===== config.mk =====
export PLATFORM = sky130hd
export DESIGN_NAME = rformat_exec_flat
export DESIGN_NICKNAME = d
export VERILOG_FILES = /design/src/rtl/rformat_exec_if.sv /design/src/rtl/rformat_exec.sv /design/src/flat_wrapper.sv
export SDC_FILE = /design/constraint.sdc
export NUM_CORES = 1
export LEC_CHECK = 0
export BUFFER_PORTS_ARGS = -buffer_cell sky130_fd_sc_hd__buf_2
export CAP_MARGIN = 20
export CORE_UTILIZATION = 40
export CTS_CLUSTER_DIAMETER = 30
export DETAILED_ROUTE_END_ITERATION = 16
export PLACE_DENSITY = 0.67
export SYNTH_ARGS = -nofsm -noshare
export SYNTH_HDL_FRONTEND = slang
export SYNTH_SLANG_ARGS = --single-unit

===== constraint.sdc =====
create_clock -name clock -period 6.2 [get_ports clock]
set_clock_uncertainty 0.2 [all_clocks]
set_input_delay 1.24 -clock clock [delete_from_list [all_inputs] [get_ports clock]]
set_output_delay 1.24 -clock clock [all_outputs]
set_load 0.03 [all_outputs]

===== src/rtl/rformat_exec_if.sv =====
// =============================================================================
//  Module   : rformat_exec_if
//  Purpose  : Bundles the instruction-issue handshake, the single-port register
//             file bus and the completion status of the R-format executor.
//  Modports : master - the executor (answers issue, drives the regfile port,
//                      reports completion)
//             slave  - the environment (offers instructions, owns the regfile
//                      storage, consumes completion status)
//  Signals  : in_valid/in_ready/instr      instruction issue handshake
//             rf_address/rf_en_write/
//             rf_idata/rf_data             regfile port (rf_data is a
//                                          registered read, one cycle late)
//             done/result/err/ovf          completion pulse and status
//  Revision : 1.0 - initial release
// =============================================================================
`default_nettype none

interface rformat_exec_if;
  logic        in_valid;
  logic        in_ready;
  logic [31:0] instr;
  logic [4:0]  rf_address;
  logic        rf_en_write;
  logic [31:0] rf_idata;
  logic [31:0] rf_data;
  logic        done;
  logic [31:0] result;
  logic        err;
  logic        ovf;

  modport master (
    input  in_valid, instr, rf_data,
    output in_ready, rf_address, rf_en_write, rf_idata, done, result, err, ovf
  );

  modport slave (
    output in_valid, instr, rf_data,
    input  in_ready, rf_address, rf_en_write, rf_idata, done, result, err, ovf
  );
endinterface

`default_nettype wire


===== src/rtl/rformat_exec.sv =====
// =============================================================================
//  Module   : rformat_exec
//  Purpose  : Executes one MIPS R-format instruction at a time against a
//             single-port register file: read rs, read rt, compute, write rd,
//             then pulse done with result/err/ovf.
//  Ports    : clock  - system clock, rising edge
//             reset  - asynchronous active-high reset
//             bus    - rformat_exec_if.master (issue, regfile, status)
//  Params   : SUPPRESS_R0 - drop writes to register 0 (status still reported)
//             OVF_TRAP    - signed add/sub overflow suppresses the write
//  Revision : 1.0 - initial release
// =============================================================================
`default_nettype none

module rformat_exec #(
  parameter bit SUPPRESS_R0 = 1'b1,
  parameter bit OVF_TRAP    = 1'b1
) (
  input  wire logic      clock,
  input  wire logic      reset,
  rformat_exec_if.master bus
);

  typedef enum logic [2:0] {
    S_IDLE    = 3'd0,
    S_RD_RS   = 3'd1,
    S_RD_RT   = 3'd2,
    S_WAIT_RT = 3'd3,
    S_WRITE   = 3'd4,
    S_DONE    = 3'd5
  } state_t;

  localparam logic [5:0] c_F_SLL  = 6'h00;
  localparam logic [5:0] c_F_SRL  = 6'h02;
  localparam logic [5:0] c_F_SRA  = 6'h03;
  localparam logic [5:0] c_F_ADD  = 6'h20;
  localparam logic [5:0] c_F_ADDU = 6'h21;
  localparam logic [5:0] c_F_SUB  = 6'h22;
  localparam logic [5:0] c_F_SUBU = 6'h23;
  localparam logic [5:0] c_F_AND  = 6'h24;
  localparam logic [5:0] c_F_OR   = 6'h25;
  localparam logic [5:0] c_F_XOR  = 6'h26;
  localparam logic [5:0] c_F_NOR  = 6'h27;
  localparam logic [5:0] c_F_SLT  = 6'h2A;
  localparam logic [5:0] c_F_SLTU = 6'h2B;

  state_t      r_state;
  logic        r_ready;
  logic [4:0]  r_addr;
  logic        r_we;
  logic [31:0] r_wdata;
  logic        r_done;
  logic [31:0] r_result;
  logic        r_err;
  logic        r_ovf;
  logic        r_ovf_pend;
  logic [31:0] r_op_a;
  logic [4:0]  r_rt;
  logic [4:0]  r_rd;
  logic [4:0]  r_shamt;
  logic [5:0]  r_funct;

  logic        w_accept;
  logic        w_legal;
  logic [31:0] w_b;
  logic [31:0] w_sum;
  logic [31:0] w_diff;
  logic [31:0] w_alu;
  logic        w_ovf;
  logic        w_wen;

  assign w_accept = bus.in_valid && r_ready;

  // Legal means opcode 0 and one of the implemented funct codes.
  always_comb begin
    w_legal = 1'b0;
    if (bus.instr[31:26] == 6'd0) begin
      case (bus.instr[5:0])
        c_F_SLL, c_F_SRL, c_F_SRA, c_F_ADD, c_F_ADDU, c_F_SUB, c_F_SUBU,
        c_F_AND, c_F_OR, c_F_XOR, c_F_NOR, c_F_SLT, c_F_SLTU: w_legal = 1'b1;
        default:                                              w_legal = 1'b0;
      endcase
    end
  end

  // R[rt] arrives on rf_data during WAIT_RT; it feeds the ALU directly on the
  // edge that leaves WAIT_RT, so the write data is already registered when
  // WRITE begins and no separate op_b register is needed.
  assign w_b    = bus.rf_data;
  assign w_sum  = r_op_a + w_b;
  assign w_diff = r_op_a - w_b;

  always_comb begin
    w_alu = 32'd0;
    w_ovf = 1'b0;
    case (r_funct)
      c_F_SLL:  w_alu = w_b << r_shamt;
      c_F_SRL:  w_alu = w_b >> r_shamt;
      c_F_SRA:  w_alu = 32'($signed(w_b) >>> r_shamt);
      c_F_ADD: begin
        w_alu = w_sum;
        w_ovf = (r_op_a[31] == w_b[31]) && (w_sum[31] != r_op_a[31]);
      end
      c_F_ADDU: w_alu = w_sum;
      c_F_SUB: begin
        w_alu = w_diff;
        w_ovf = (r_op_a[31] != w_b[31]) && (w_diff[31] != r_op_a[31]);
      end
      c_F_SUBU: w_alu = w_diff;
      c_F_AND:  w_alu = r_op_a & w_b;
      c_F_OR:   w_alu = r_op_a | w_b;
      c_F_XOR:  w_alu = r_op_a ^ w_b;
      c_F_NOR:  w_alu = ~(r_op_a | w_b);
      c_F_SLT:  w_alu = {31'd0, ($signed(r_op_a) < $signed(w_b))};
      c_F_SLTU: w_alu = {31'd0, (r_op_a < w_b)};
      default:  w_alu = 32'd0;
    endcase
  end

  assign w_wen = !(SUPPRESS_R0 && (r_rd == 5'd0)) && !(OVF_TRAP && w_ovf);

  always_ff @(posedge clock or posedge reset) begin
    if (reset) begin
      r_state    <= S_IDLE;
      r_ready    <= 1'b1;
      r_addr     <= 5'd0;
      r_we       <= 1'b0;
      r_wdata    <= 32'd0;
      r_done     <= 1'b0;
      r_result   <= 32'd0;
      r_err      <= 1'b0;
      r_ovf      <= 1'b0;
      r_ovf_pend <= 1'b0;
      r_op_a     <= 32'd0;
      r_rt       <= 5'd0;
      r_rd       <= 5'd0;
      r_shamt    <= 5'd0;
      r_funct    <= 6'd0;
    end else begin
      r_done <= 1'b0;
      case (r_state)
        S_IDLE: begin
          if (w_accept) begin
            r_ready <= 1'b0;
            r_rt    <= bus.instr[20:16];
            r_rd    <= bus.instr[15:11];
            r_shamt <= bus.instr[10:6];
            r_funct <= bus.instr[5:0];
            if (w_legal) begin
              r_addr  <= bus.instr[25:21];
              r_state <= S_RD_RS;
            end else begin
              // Unsupported: report immediately, never touch the regfile.
              r_done   <= 1'b1;
              r_err    <= 1'b1;
              r_ovf    <= 1'b0;
              r_result <= 32'd0;
              r_state  <= S_DONE;
            end
          end
        end
        S_RD_RS: begin
          r_addr  <= r_rt;
          r_state <= S_RD_RT;
        end
        S_RD_RT: begin
          r_op_a  <= bus.rf_data;
          r_state <= S_WAIT_RT;
        end
        S_WAIT_RT: begin
          r_addr     <= r_rd;
          r_wdata    <= w_alu;
          r_we       <= w_wen;
          r_ovf_pend <= w_ovf;
          r_state    <= S_WRITE;
        end
        S_WRITE: begin
          r_addr   <= 5'd0;
          r_we     <= 1'b0;
          r_wdata  <= 32'd0;
          r_done   <= 1'b1;
          r_result <= r_wdata;
          r_err    <= 1'b0;
          r_ovf    <= r_ovf_pend;
          r_state  <= S_DONE;
        end
        S_DONE: begin
          r_ready <= 1'b1;
          r_state <= S_IDLE;
        end
        default: begin
          r_addr  <= 5'd0;
          r_we    <= 1'b0;
          r_wdata <= 32'd0;
          r_ready <= 1'b1;
          r_state <= S_IDLE;
        end
      endcase
    end
  end

  assign bus.in_ready    = r_ready;
  assign bus.rf_address  = r_addr;
  // Gated with reset so a write in flight is cancelled the instant reset rises.
  assign bus.rf_en_write = r_we && !reset;
  assign bus.rf_idata    = r_wdata;
  assign bus.done        = r_done;
  assign bus.result      = r_result;
  assign bus.err         = r_err;
  assign bus.ovf         = r_ovf;

endmodule

`default_nettype wire


===== src/flat_wrapper.sv =====
// flat-port wrapper written by rule: the top's interface ports become plain ports
module rformat_exec_flat 
#(
  parameter bit SUPPRESS_R0 = 1'b1,
  parameter bit OVF_TRAP    = 1'b1
)
  (clock, reset, bus_in_valid, bus_instr, bus_rf_data, bus_in_ready, bus_rf_address, bus_rf_en_write, bus_rf_idata, bus_done, bus_result, bus_err, bus_ovf);
  rformat_exec_if bus_i ();
  input  wire logic clock;
  input  wire logic reset;
  input wire logic [$bits(bus_i.in_valid)-1:0] bus_in_valid;
  input wire logic [$bits(bus_i.instr)-1:0] bus_instr;
  input wire logic [$bits(bus_i.rf_data)-1:0] bus_rf_data;
  output wire logic [$bits(bus_i.in_ready)-1:0] bus_in_ready;
  output wire logic [$bits(bus_i.rf_address)-1:0] bus_rf_address;
  output wire logic [$bits(bus_i.rf_en_write)-1:0] bus_rf_en_write;
  output wire logic [$bits(bus_i.rf_idata)-1:0] bus_rf_idata;
  output wire logic [$bits(bus_i.done)-1:0] bus_done;
  output wire logic [$bits(bus_i.result)-1:0] bus_result;
  output wire logic [$bits(bus_i.err)-1:0] bus_err;
  output wire logic [$bits(bus_i.ovf)-1:0] bus_ovf;
  assign bus_i.in_valid = bus_in_valid;
  assign bus_i.instr = bus_instr;
  assign bus_i.rf_data = bus_rf_data;
  assign bus_in_ready = bus_i.in_ready;
  assign bus_rf_address = bus_i.rf_address;
  assign bus_rf_en_write = bus_i.rf_en_write;
  assign bus_rf_idata = bus_i.rf_idata;
  assign bus_done = bus_i.done;
  assign bus_result = bus_i.result;
  assign bus_err = bus_i.err;
  assign bus_ovf = bus_i.ovf;
  rformat_exec #(.SUPPRESS_R0(SUPPRESS_R0), .OVF_TRAP(OVF_TRAP)) u_core (.clock(clock), .reset(reset), .bus(bus_i));
endmodule

======== Yosys cells after proc, flatten, opt, wreduce, memory -nomap -nowiden ========
Memory sizes are Yosys's and may differ from the RTL's.
Cells that the tools add are included.
storage, ports and cells
  bits in registers ....................... 131
  bits in read-only memories .............. 64
  input port bits ......................... 67
  output and inout bits ................... 74
  logic and storage cells ................. 100
  memories kept ........................... 1
cells by class
  add/sub/neg operators ................... 2
  order comparisons ....................... 2
  equal/unequal tests ..................... 24
  shifts and indexed selects .............. 3
  mux-type cells .......................... 25
  bitwise operators ....................... 6
  reduce and logical (&&, ||, !) cells .... 22
memory list
  memory           words  width  rd ports  clocked after memory_dff  wr ports  RTL line            RTL
  (no name shown)  64     1      1         0                         0         rformat_exec.sv:78  case (bus.instr[5:0])
operators with widths
  operator                                                          count
  32-bit one-hot mux with 11 select lines                           1
  32-bit one-hot mux with 2 select lines                            2
  32-bit < comparator                                               2
  32-bit two-way mux                                                2
  6-bit == test (second input constant)                             10
  32-bit adder                                                      1
  32-bit AND                                                        1
  32-bit inverter                                                   1
  32-bit OR                                                         1
  32-bit by 5-bit left shift with 32-bit output                     1
  32-bit by 5-bit >> shifter with 32-bit output                     1
  32-bit by 5-bit >>> shifter with 32-bit output                    1
  32-bit subtractor                                                 1
  32-bit XOR                                                        1
  5-bit one-hot mux with 4 select lines                             1
  3-bit one-hot mux with 5 select lines                             1
  6-bit by 2-bit == test with 1-bit output (second input constant)  2
  6-bit zero test                                                   2
  1-bit one-hot mux with 2 select lines                             6
  5-bit two-way mux                                                 2
  1-bit two-way mux                                                 8
  4-bit OR reduction                                                2
  3-bit by 2-bit == test with 1-bit output (second input constant)  2
  3-bit == test (second input constant)                             2
  other kinds (15)                                                  30

======== Depth between registers and ports, before layout ========
  depth in word-level cells ............... 7
  mapped depth ............................ 13
  mapped depth without buffers ............ 13

======== Worst setup path after synthesis ========
No wires, ideal clock.
  path kind ............................... input to register
  start point ............................. input bus_rf_data[4]
  end point ............................... register u_core.r_wdata[26], in the netlist u_core.bus.rf_idata[26]
  arrival time ............................ 3.807 ns
  setup slack ............................. 2.073 ns
  cell stages on the path ................. 13
  buffers on the path ..................... 2
  path through ............................ clkbuf_1 > inv_1 > ha_1 > buf_4 > o21ai_2 > a2111oi_4 > or4_4 > nand2_4 > o41ai_4 > a211oi_2 > and3_1 > o41a_1 > a31o_1
on the way
  word-level cells in the longest chain between the ends .. 3
  elaborated cells on any way between the ends .. 7
ends and longest elaborated chain
  element                                    RTL line             RTL
  from (decl)                                flat_wrapper.sv:13   input wire logic [$bits(bus_i.rf_data)-1:0] bus_rf_data;
  32-bit subtractor (tied with other cells)  rformat_exec.sv:91   assign w_diff = r_op_a - w_b;
  32-bit one-hot mux with 11 select lines *  rformat_exec.sv:96   case (r_funct)
  32-bit one-hot mux with 2 select lines *   rformat_exec.sv:141  case (r_state)
  to (signal assigned)                       rformat_exec.sv:172  r_wdata <= w_alu;
  to (decl)                                  rformat_exec.sv:51   logic [31:0] r_wdata;
Every way passes the cells marked *; elsewhere a longest branch is shown, timed or not.
A chain may end at the register's enable or synchronous reset.

======== Worst setup path after layout ========
  start point ............................. input bus_rf_data[0]
  end point ............................... register u_core.r_wdata[30], in the netlist u_core.bus.rf_idata[30]
Same word-level chain as after synthesis.

==> summary.md <==
| Metric | Value |
|---|---|
| Vias in the first global route | 13974 |
| RSZ-0062 raised after global routing | no |
| Crit path launch type | input port |
| Syn. warnings | 0 |
| Ant diodes | 0 |
| Power per standard cell area | 562 mW/mm² |
| Vias | 15010 |
| Synth Net Count | 2002 |
| Max IR drop VDD | 274 µV |
| R2r worst-path depth | 9 |
| WHS | 281 ps |
| Seq/Total Area, Yosys | 22.9% |
| Average cell area after synthesis | 7.86 µm² |
| Max Slew Vio Count | 0 |
| Flops & latches, synth | 131 |
| Post-synth top area share | 22.7% |
| DRT Wirelength | 60400 µm |
| Max Cap Viol | 0 |
| CTS Buffer Depth | 2 |
| Reg2reg end | u_core.bus.rf_idata[30]$_DFFE_PP0N_ |
| Post-DP HPWL | 45700 µm |
| Slew HR | 25.1% |
| Yosys cell types | 92 |
| Crit end category | register |
| Average wire per standard cell | 25.8 µm |
| Top Layer Used | met4 |
| Non-Filler Instances | 2337 |
| R2r setup slk | 1950 ps |
| P&R area growth vs syn | 10.3% |
| Clock latency on the worst-skew pair | 460 ps |
| Met3 WL | 5410 µm |
| Reg-to-Reg Start | u_core.r_shamt[0]$_DFFE_PP0P_ |
| Worst-Margin Slew | 1120 ps |
| Leak | 7.07 nW |
| Via density | 6.42 |
| First-pass iteration count of the detailed router | 5 |
| Post-CTS Resized | 0 |
| First-pass GRT wire length | 89700 µm |
| Status | finished, final reports clean |
| Die area | 0.0365 mm² |
| Critical path origin | bus_rf_data[0] |
| Boundary Pins | 141 |
| CTS root buffer | clkbuf_16 |
| Die X | 191 µm |
| Async SR Flop Fraction | 100% |
| Placed Cells | 2305 |
| Worst EP arrival | 4690 ps |
| Largest net degree at the start of global routing | 89 |
| Required time worst endpoint | 6370 ps |
| Wl on met1 | 25600 µm |
| Layout Nets | 2052 |
| Clock sink total | 131 |
| EDFF count, synth | 0 |
| Most numerous cell in the Yosys netlist | o21ai_0 |
| Worst hold path depth | 2 |
| DRT iter0 DRCs | 1656 |
| Crit Path Category | input port to register |
| Post-CTS setup buffer count | 0 |
| Share of layout cells above drive strength 1 | 16.6% |
| DIE HEIGHT | 191 µm |
| Hold buffer count at cts | 0 |
| Synth top cells by count | o21ai_0 (191), nand2_1 (189), nor2_1 (168) |
| Antenna-violating nets left | 0 |
| GRT Total Usage | 33.0% |
| Synth area leaders | dfrtp_1 (23%), ha_1 (9.9%), o21ai_0 (6.7%) |
| CTS tree | built |
| Final Power | 8.87 mW |
| Total CTS buffers | 17 |
| Global route total overflow | 0 |
| Clock transition at path regs | 60 ps |
| Final period demand of the worst path | 4510 ps |
| Max Clk Rate | 222 MHz |
| Post-Synthesis Cell Area | 0.0143 mm² |
| Final GP Congestion | 1.03 |
| Row count | 68 |
| Port bufs | 140 |
| Finished Core Util | 45.3% |
| DRC Markers | 0 |
| Final Hold Fails | 0 |
| Largest area contributor in the netlist | dfrtp_1 |
| Hold WC Path Type | register to register |
| Setup Viol. Count Final | 0 |
| Synthesized instance count | 1820 |
| Met2 Routed Length | 26200 µm |
| Final period util | 72.8% |
| Initial antenna violation count | 1 |
| H-tree levels | 4 |
| Synth Flop Type | dfrtp_1 |
| Starting density of the core | 41.0% |
| Sum Neg Setup Slack | 0 ps |
| Core area | 0.0349 mm² |
| Setup crit end | u_core.bus.rf_idata[30]$_DFFE_PP0N_ |
| Peak fanout along the critical path | 11 |
==> final cells by class <==
type | instances | area, µm²
Fill cell | 3555 | 19100
Multi-Input combinational cell | 1439 | 10000
Sequential cell | 131 | 3290
Timing Repair Buffer | 165 | 908
Tap cell | 455 | 569
Inverter | 116 | 440
Clock buffer | 18 | 429
Clock inverter | 13 | 111
==> how the worst min path moves through the flow <==
stage                                         startpoint                              endpoint  slack, ps
CTS                 u_core.bus.rf_address[1]$_DFFE_PP0P_  u_core.bus.rf_address[1]$_DFFE_PP0P_        290
finish              u_core.bus.rf_address[4]$_DFFE_PP0P_  u_core.bus.rf_address[4]$_DFFE_PP0P_        280
floorplan                  u_core.r_ovf_pend$_DFFE_PP0P_            u_core.bus.ovf$_DFFE_PP0P_        270
global placement    u_core.bus.rf_address[1]$_DFFE_PP0P_  u_core.bus.rf_address[1]$_DFFE_PP0P_        270
detailed placement  u_core.bus.rf_address[1]$_DFFE_PP0P_  u_core.bus.rf_address[1]$_DFFE_PP0P_        270
global route           u_core.bus.result[26]$_DFFE_PP0P_     u_core.bus.result[26]$_DFFE_PP0P_        310
==> logic make-up after synthesis <==
family	count (synthesis)	share of synthesized area, %
AO/OA/AOI/OAI	639	28.9
AND/OR/NAND/NOR	520	16.4
buffers and inverters	250	7.11
multiplexers	136	12.8
flip-flops	131	22.9
adder cells (fa/ha/maj)	115	10.2
XOR/XNOR	29	1.78
==> power breakdown <==
group	total (mW)	switching, mW	internal [mW]
logic	6.31	4.20	2.11
clock network	0.979	0.433	0.546
registers	1.58	0.446	1.13
total	8.87	5.08	3.79
==> placed cells by master, fill, tap and decap left out, types with 6 or more instances in the layout <==
| cell | n |
|---|---|
| nand2_1 | 189 |
| buf_2 | 140 |
| and2_1 | 7 |
| dfrtp_1 | 124 |
| nor2_1 | 168 |
| ha_1 | 113 |
| xnor2_1 | 28 |
| buf_4 | 24 |
| a22oi_1 | 16 |
| a22o_1 | 40 |
| o21bai_1 | 8 |
| o311ai_0 | 8 |
| o221ai_1 | 12 |
| nand2b_1 | 16 |
| a21oi_1 | 159 |
| mux2_2 | 42 |
| inv_1 | 109 |
| nor2b_1 | 11 |
| a21o_1 | 14 |
| o22ai_1 | 11 |
| o31ai_1 | 17 |
| nand3_1 | 32 |
| a31oi_1 | 22 |
| nor4_1 | 11 |
| a211oi_1 | 29 |
| o21ai_0 | 191 |
| a221oi_1 | 13 |
| nand4_1 | 12 |
| mux2i_1 | 60 |
| mux4_2 | 33 |
| nor3_1 | 38 |
| clkbuf_16 | 17 |
| or2_2 | 6 |
| o211ai_1 | 31 |
==> worst max-delay path, cell delays in order <==
cell       delay (ps)
buf_2             240
ha_1              220
inv_1              50
fa_1              400
and2b_1           190
o211ai_1          340
nand4b_1          280
a211oi_1          710
o41ai_2           210
a21oi_1           340
o211ai_1          190
xnor2_1           150
o2bb2ai_1         150
==> stage by stage <==
step | worst slack, ps | area, µm²
6_report | 1690 | 15800
2_1_floorplan | 1260 | 14300
3_3_place_gp | 1380 | 15200
5_1_grt | 1490 | 15800
4_1_cts | 1800 | 15800
3_5_place_dp | 1340 | 15200
==> sequential cells by signal, summed over array words and instances (netlist names), 3 cells and up <==
register / count
u_core.bus.rf_idata: 32
u_core.r_state: 3
u_core.bus.result: 32
u_core.bus.rf_address: 5
u_core.r_shamt: 5
u_core.r_rt: 5
u_core.r_funct: 6
u_core.r_rd: 5
u_core.r_op_a: 32
==> layer usage <==
metal,global-route usage [%],up-vias
met4,16.8,0
met5,0,-
li1,-,6746
met3,5.34,173
met2,50.3,866
met1,44.9,7225
Note: power is estimated with default switching activity, not from simulation.
